### src/rtl/note_lane_pkg.sv
// Shared types and default sizing for the note lane scroller.
// Holds the per-press judgement encoding and the default parameter values
// used by note_lane_scroller and lane_judge.
package note_lane_pkg;

  typedef enum logic [1:0] {
    J_NONE  = 2'd0,
    J_SCORE = 2'd1,
    J_NEAR  = 2'd2,
    J_MISS  = 2'd3
  } judge_e;

  localparam int DEF_LANES         = 4;
  localparam int DEF_LANE_W        = 4;
  localparam int DEF_ROWS          = 16;
  localparam int DEF_NOTE_H        = 2;
  localparam int DEF_SCROLL_PERIOD = 512;

endpackage

### src/rtl/lane_judge.sv
// Per-lane press detector, hit flag and judgement for one note lane.
// Latency: judgement pulses appear one cycle after the press / scroll edge.
// Ports: clk, RST (sync, active-high), key_i (button), step_i (scroll edge),
//        win_i (pre-shift pixels of rows 0..2*NOTE_H-1 of this lane),
//        score_o/near_o/miss_o (registered pulses), clr_o (comb: note judged).
module lane_judge
  import note_lane_pkg::*;
#(
  parameter int LANE_W = DEF_LANE_W,
  parameter int NOTE_H = DEF_NOTE_H
) (
  input  logic                            clk,
  input  logic                            RST,
  input  logic                            key_i,
  input  logic                            step_i,
  input  logic [2*NOTE_H-1:0][LANE_W-1:0] win_i,
  output logic                            score_o,
  output logic                            near_o,
  output logic                            miss_o,
  output logic                            clr_o
);

  logic   key_q, hit_q, gone_q;
  logic   hit_d, gone_d;
  logic   score_q, near_q, miss_q;
  logic   press, full, any, roll_miss;
  judge_e jud;

  always_comb begin
    full  = &win_i[NOTE_H-1:0];
    any   = |win_i;
    // A press while the lane's note is already judged is swallowed silently.
    press = key_i & ~key_q & ~hit_q;
    if (!press)    jud = J_NONE;
    else if (full) jud = J_SCORE;
    else if (any)  jud = J_NEAR;
    else           jud = J_MISS;
    clr_o = (jud == J_SCORE) || (jud == J_NEAR);
    // gone_q marks a note that already produced its scroll-off miss, so a
    // multi-row note discarded over several steps reports only once.
    roll_miss = step_i & (|win_i[0]) & ~hit_q & ~gone_q & ~clr_o;
    hit_d  = clr_o ? 1'b1 : (any ? hit_q : 1'b0);
    gone_d = roll_miss ? 1'b1 : (any ? gone_q : 1'b0);
  end

  always_ff @(posedge clk) begin
    if (RST) begin
      key_q   <= 1'b1;  // a key held through reset is not a press
      hit_q   <= 1'b0;
      gone_q  <= 1'b0;
      score_q <= 1'b0;
      near_q  <= 1'b0;
      miss_q  <= 1'b0;
    end else begin
      key_q   <= key_i;
      hit_q   <= hit_d;
      gone_q  <= gone_d;
      score_q <= (jud == J_SCORE);
      near_q  <= (jud == J_NEAR);
      // press miss and scroll-off miss on the same edge merge into one pulse
      miss_q  <= (jud == J_MISS) | roll_miss;
    end
  end

  assign score_o = score_q;
  assign near_o  = near_q;
  assign miss_o  = miss_q;

endmodule

### src/rtl/note_lane_scroller.sv
// Falling-note pixel matrix: scrolls one row down every SCROLL_PERIOD cycles,
// spawns notes at the top and judges per-lane key presses near the bottom.
// Ports: clk, RST (sync, active-high), key/spawn (per lane), RedPixels [row][col]
//        (registered), tick (step pulse), score/near/miss (per-lane pulses).
// Option: define NOTE_LANE_HIT_CLEAR_EN to erase a lane's hit window on SCORE/NEAR.
module note_lane_scroller
  import note_lane_pkg::*;
#(
  parameter int LANES         = DEF_LANES,
  parameter int LANE_W        = DEF_LANE_W,
  parameter int ROWS          = DEF_ROWS,
  parameter int NOTE_H        = DEF_NOTE_H,
  parameter int SCROLL_PERIOD = DEF_SCROLL_PERIOD
) (
  input  logic                                 clk,
  input  logic                                 RST,
  input  logic [LANES-1:0]                     key,
  input  logic [LANES-1:0]                     spawn,
  output logic [ROWS-1:0][LANES*LANE_W-1:0]    RedPixels,
  output logic                                 tick,
  output logic [LANES-1:0]                     score,
  output logic [LANES-1:0]                     near,
  output logic [LANES-1:0]                     miss
);

  localparam int          COLS    = LANES * LANE_W;
  localparam int          WIN     = 2 * NOTE_H;
  localparam int          CNT_W   = $clog2(SCROLL_PERIOD);
  localparam [CNT_W-1:0]  CNT_MAX = CNT_W'(SCROLL_PERIOD - 1);

  logic [CNT_W-1:0]                    cnt_q, cnt_d;
  logic [ROWS-1:0][COLS-1:0]           pix_q, pix_d;
  logic                                tick_q;
  logic                                step;
  logic [LANES-1:0][WIN-1:0][LANE_W-1:0] win;
  logic [LANES-1:0]                    clr;

  assign step  = (cnt_q == CNT_MAX);
  assign cnt_d = step ? '0 : cnt_q + 1'b1;

  // Judgement windows are taken from the pre-shift map.
  always_comb begin
    win = '0;
    for (int l = 0; l < LANES; l++)
      for (int r = 0; r < WIN; r++)
        win[l][r] = pix_q[r][l*LANE_W +: LANE_W];
  end

  // Shift first, then spawn, so a spawn on a step edge lands in the top rows.
  always_comb begin
    pix_d = pix_q;
    if (step) begin
      for (int r = 0; r < ROWS - 1; r++) pix_d[r] = pix_q[r+1];
      pix_d[ROWS-1] = '0;
    end
    for (int l = 0; l < LANES; l++)
      if (spawn[l])
        for (int r = ROWS - NOTE_H; r < ROWS; r++)
          pix_d[r][l*LANE_W +: LANE_W] = '1;
`ifdef NOTE_LANE_HIT_CLEAR_EN
    for (int l = 0; l < LANES; l++)
      if (clr[l])
        for (int r = 0; r < WIN; r++)
          pix_d[r][l*LANE_W +: LANE_W] = '0;
`endif
  end

`ifndef NOTE_LANE_HIT_CLEAR_EN
  logic unused_clr;
  assign unused_clr = ^clr;
`endif

  always_ff @(posedge clk) begin
    if (RST) begin
      cnt_q  <= '0;
      pix_q  <= '0;
      tick_q <= 1'b0;
    end else begin
      cnt_q  <= cnt_d;
      pix_q  <= pix_d;
      tick_q <= step;
    end
  end

  genvar g;
  generate
    for (g = 0; g < LANES; g++) begin : g_lane
      lane_judge #(
        .LANE_W (LANE_W),
        .NOTE_H (NOTE_H)
      ) u_judge (
        .clk     (clk),
        .RST     (RST),
        .key_i   (key[g]),
        .step_i  (step),
        .win_i   (win[g]),
        .score_o (score[g]),
        .near_o  (near[g]),
        .miss_o  (miss[g]),
        .clr_o   (clr[g])
      );
    end
  endgenerate

  assign RedPixels = pix_q;
  assign tick      = tick_q;

endmodule

### config.mk
export PLATFORM = sky130hd
export DESIGN_NAME = note_lane_scroller
export DESIGN_NICKNAME = d
export VERILOG_FILES = /design/src/rtl/note_lane_pkg.sv /design/src/rtl/lane_judge.sv /design/src/rtl/note_lane_scroller.sv
export SDC_FILE = /design/constraint.sdc
export NUM_CORES = 1
export LEC_CHECK = 0
export CAP_MARGIN = 20
export CORE_MARGIN = 5
export CORE_UTILIZATION = 24
export DETAILED_ROUTE_END_ITERATION = 8
export SLEW_MARGIN = 30
export SYNTH_ARGS = -nofsm -noshare
export SYNTH_HDL_FRONTEND = slang
export SYNTH_SLANG_ARGS = --single-unit
### constraint.sdc
create_clock -name clk -period 4.4 [get_ports clk]
set_clock_uncertainty 0.05 [all_clocks]
set_input_delay 0.44 -clock clk [delete_from_list [all_inputs] [get_ports clk]]
set_output_delay 0.44 -clock clk [all_outputs]
set_load 0.01 [all_outputs]
==> impl_metrics.tcl <==
set metrics [dict create \
    synth_area_leader_cell "dfxtp_1" \
    clkPwrFrac_pct 43.0 \
    final_area_um2 7070 \
    final_antenna_net_count 0 \
    cts_sinks 98 \
    clock-root-buffer "clkbuf_16" \
    wire_per_inst_um 13.7 \
    place.gp.congestion 0.731 \
    syn_nets 606 \
    hold_class "register to register" \
    synth-edff-count 0 \
    grt_max_degree 92 \
    slew_headroom_pct 52.7 \
    placed_area_um2 6770 \
    io_buffers 278 \
    die_width_um 158 \
    n_antenna_cell 0 \
    syn-instance-count 582 \
    p_leak_nw 2.39 \
    sw_frac_of_total_pct 22.4 \
    dieArea_um2 25000 \
    io_pins 279 \
    setup_tns_ns 0 \
    ys_seq_area_share_pct 37.3 \
    setup_violations 0 \
    seqPwrFrac_pct 51.0 \
    cp.required_ns 4.56 \
    vias_per_cell 3.90 \
    critPathLaunchType "register" \
    grt_pass1_vias 3724 \
    synthFlopType "dfxtp_1" \
    final_cell_mix "277 x clkdlybuf4s50_1, 98 x dfxtp_1, 79 x nor2_1" \
    instances_no_fill 935 \
    p_comb_share_pct 6.0 \
    crit_family "adder cells" \
    start_util_pct 24.3 \
    synth_top_cell_area_share_pct 37.3 \
    path_cells "ha_1 -> nand4_1 -> nor2_1 -> ha_4 -> buf_4 -> nor2b_1 -> a211oi_1 -> nor2_1" \
    area_delta_synth_final_pct 34.3 \
    finalHoldViolations 0 \
    dp_slack_ns 1.91 \
    antenna_found_initial 0 \
    crit_start "cnt_q[0]" \
    rows 54 \
    postSynthAreaPerCell_um2 9.04 \
    reg2reg_depth 8 \
    synth_cell_type_count 26 \
    cp_num_buf_inv 1 \
    timing.final.crit_share_pct 55.1 \
    drt_wl_total_um 12800 \
    h-tree-depth 3 \
    r2r_end "RedPixels[234]" \
    cts_max_path_buffers 2 \
    die_h_um 158 \
    async_reset_ff_share_pct 0 \
    internal_power_mw 1.39 \
    layout.nets 674 \
    whs_ns 0.410 \
    crit_top_cell "nor2_1" \
    status "finished clean" \
    power_density_nw_per_um2 253 \
    crit_type "register to register" \
    yosysWarnings 0 \
    drtIter0Drc 80 \
    period_minus_slack_ns 2.43 \
    hold_end "g_lane[1].u_judge.gone_q" \
    clock_latency_ns 0.34 \
    grtUsageTotal_pct 10.1 \
    critPathCaptureType "register" \
    worst_path_max_delay_cell "ha_4" \
    clk_pin_slew_ns 0.07 \
    holdPathStages 2 \
    min_from "g_lane[1].u_judge.gone_q" \
    worstPathMaxFanout 40 \
    cts_tree "yes" \
    ys_ff_latch 98 \
    fmax_mhz 412 \
    grt_pass1_wl_um 20100 \
    worst_slew_pin_slew_ns 0.709 \
    p_switching_mw 0.401 \
    ff2ff_setup_slack_ns 1.97 \
    drt_pass1_iterations 4 \
    slew_violations 0 \
    maxCapViolations 0 \
    ctsHoldBuffers 0 \
    layout-drive-gt1-share_pct 4.73 \
    finalWorstSetupSlack_ns 1.97 \
    drcViolationCount 0 \
    slowest_delay_ns 0.60 \
    grt_overflow 0 \
    synthTopCellsByArea "dfxtp_1 37%, buf_4 29%, mux2i_1 11%, nor2_1 5.6%, ha_1 3.3%" \
    cts_resized 0 \
    coreArea_um2 21700 \
    cts_buffers 9 \
    timing.rr.start "cnt_q[0]" \
    num_vias 3643 \
    final_common_cell "clkdlybuf4s50_1" \
    num-fill-cells 2260 \
    arrival_ns 2.58 \
    synth_area_um2 5260 \
    dp.cells 919 \
    rsz0062_at_grt "false" \
    cts_setup_buffers 0 \
    peakVddDrop_v 0.000178 \
    dp_hpwl_um 9190 \
]
-- registers in the layout (all words and copies together) (netlist names) --
name,flops
cnt_q,9
g_lane.u_judge.hit_q,4
g_lane.u_judge.key_q,4
g_lane.u_judge.near_o,4
tick,1
g_lane.u_judge.score_o,4
RedPixels,64
g_lane.u_judge.miss_o,4
g_lane.u_judge.gone_q,4
-- worst max-delay path by stage --
| stage | slack (ns) | endpoint | cells after the start |
|---|---|---|---|
| floorplan | 2.64 | RedPixels[14] | 9 |
| global placement | 1.89 | RedPixels[234] | 8 |
| detailed placement | 1.91 | RedPixels[234] | 8 |
| CTS | 1.89 | RedPixels[234] | 8 |
| global route | 1.72 | RedPixels[234] | 8 |
| finish | 1.97 | RedPixels[234] | 8 |
-- power by group through the flow --
stage / Sequential, mW / Clock, mW / Combinational, mW
4_1_cts: 0.913 / 0.823 / 0.109
6_report: 0.913 / 0.770 / 0.108
5_1_grt: 0.915 / 0.846 / 0.119
3_5_place_dp: 0.934 / 0 / 0.109
2_1_floorplan: 0.933 / 0 / 0.0702
3_3_place_gp: 0.933 / 0 / 0.109
-- cell usage after synthesis, types with 5 or more instances --
| library cell | number |
|---|---|
| buf_6 | 5 |
| mux2i_1 | 56 |
| ha_1 | 14 |
| or2_2 | 5 |
| buf_4 | 205 |
| a21oi_1 | 23 |
| nor2_1 | 79 |
| nor2b_1 | 11 |
| inv_1 | 6 |
| nand2_1 | 30 |
| dfxtp_1 | 98 |
| and2_1 | 7 |
| buf_2 | 5 |
| nand4_1 | 5 |
| clkbuf_1 | 8 |
-- metal layers --
metal | share of wire, % | global-route usage [%] | vias up
met1 | 44 | 12.5 | 1671
li1 | - | - | 1803
met2 | 47 | 16.3 | 159
met5 | 0 | 0 | -
met3 | 7.5 | 3.50 | 10
met4 | 1.3 | 3.29 | 0
-- layout make-up --
type                            instances  area [um^2]  area share (%)
Clock buffer                           13          270            3.82
Inverter                                6         22.5           0.319
Multi-Input combinational cell        255         1640            23.2
Sequential cell                        98         1960            27.8
Tap cell                              280          350            4.96
Clock inverter                          3         22.5           0.319
Timing Repair Buffer                  280         2800            39.6
-- worst min-delay path, cell delays in order, from the launching register on --
cell and delay [ns]:
dfxtp_1 0.31, nand2_1 0.05, a21oi_1 0.05
-- through the flow --
stage	util, %	power [mW]
after detailed placement	31.2	1.04
final	32.6	1.79
after floorplan	-	1.00
after global routing	32.6	1.88
after CTS	32.6	1.84
after global placement	31.2	1.04
-- kinds of logic (layout without fill, tap and decap cells) --
group / count (synthesis) / count (layout) / share of synthesized area, %
buf+inv: 229 / 302 / 31.8
simple gates: 148 / 148 / 12.7
flops: 98 / 98 / 37.3
mux: 56 / 56 / 10.7
compound gates: 34 / 34 / 3.76
fa+ha+maj: 14 / 14 / 3.33
xor+xnor: 3 / 3 / 0.499
Note: power is estimated with default switching activity, not from simulation.
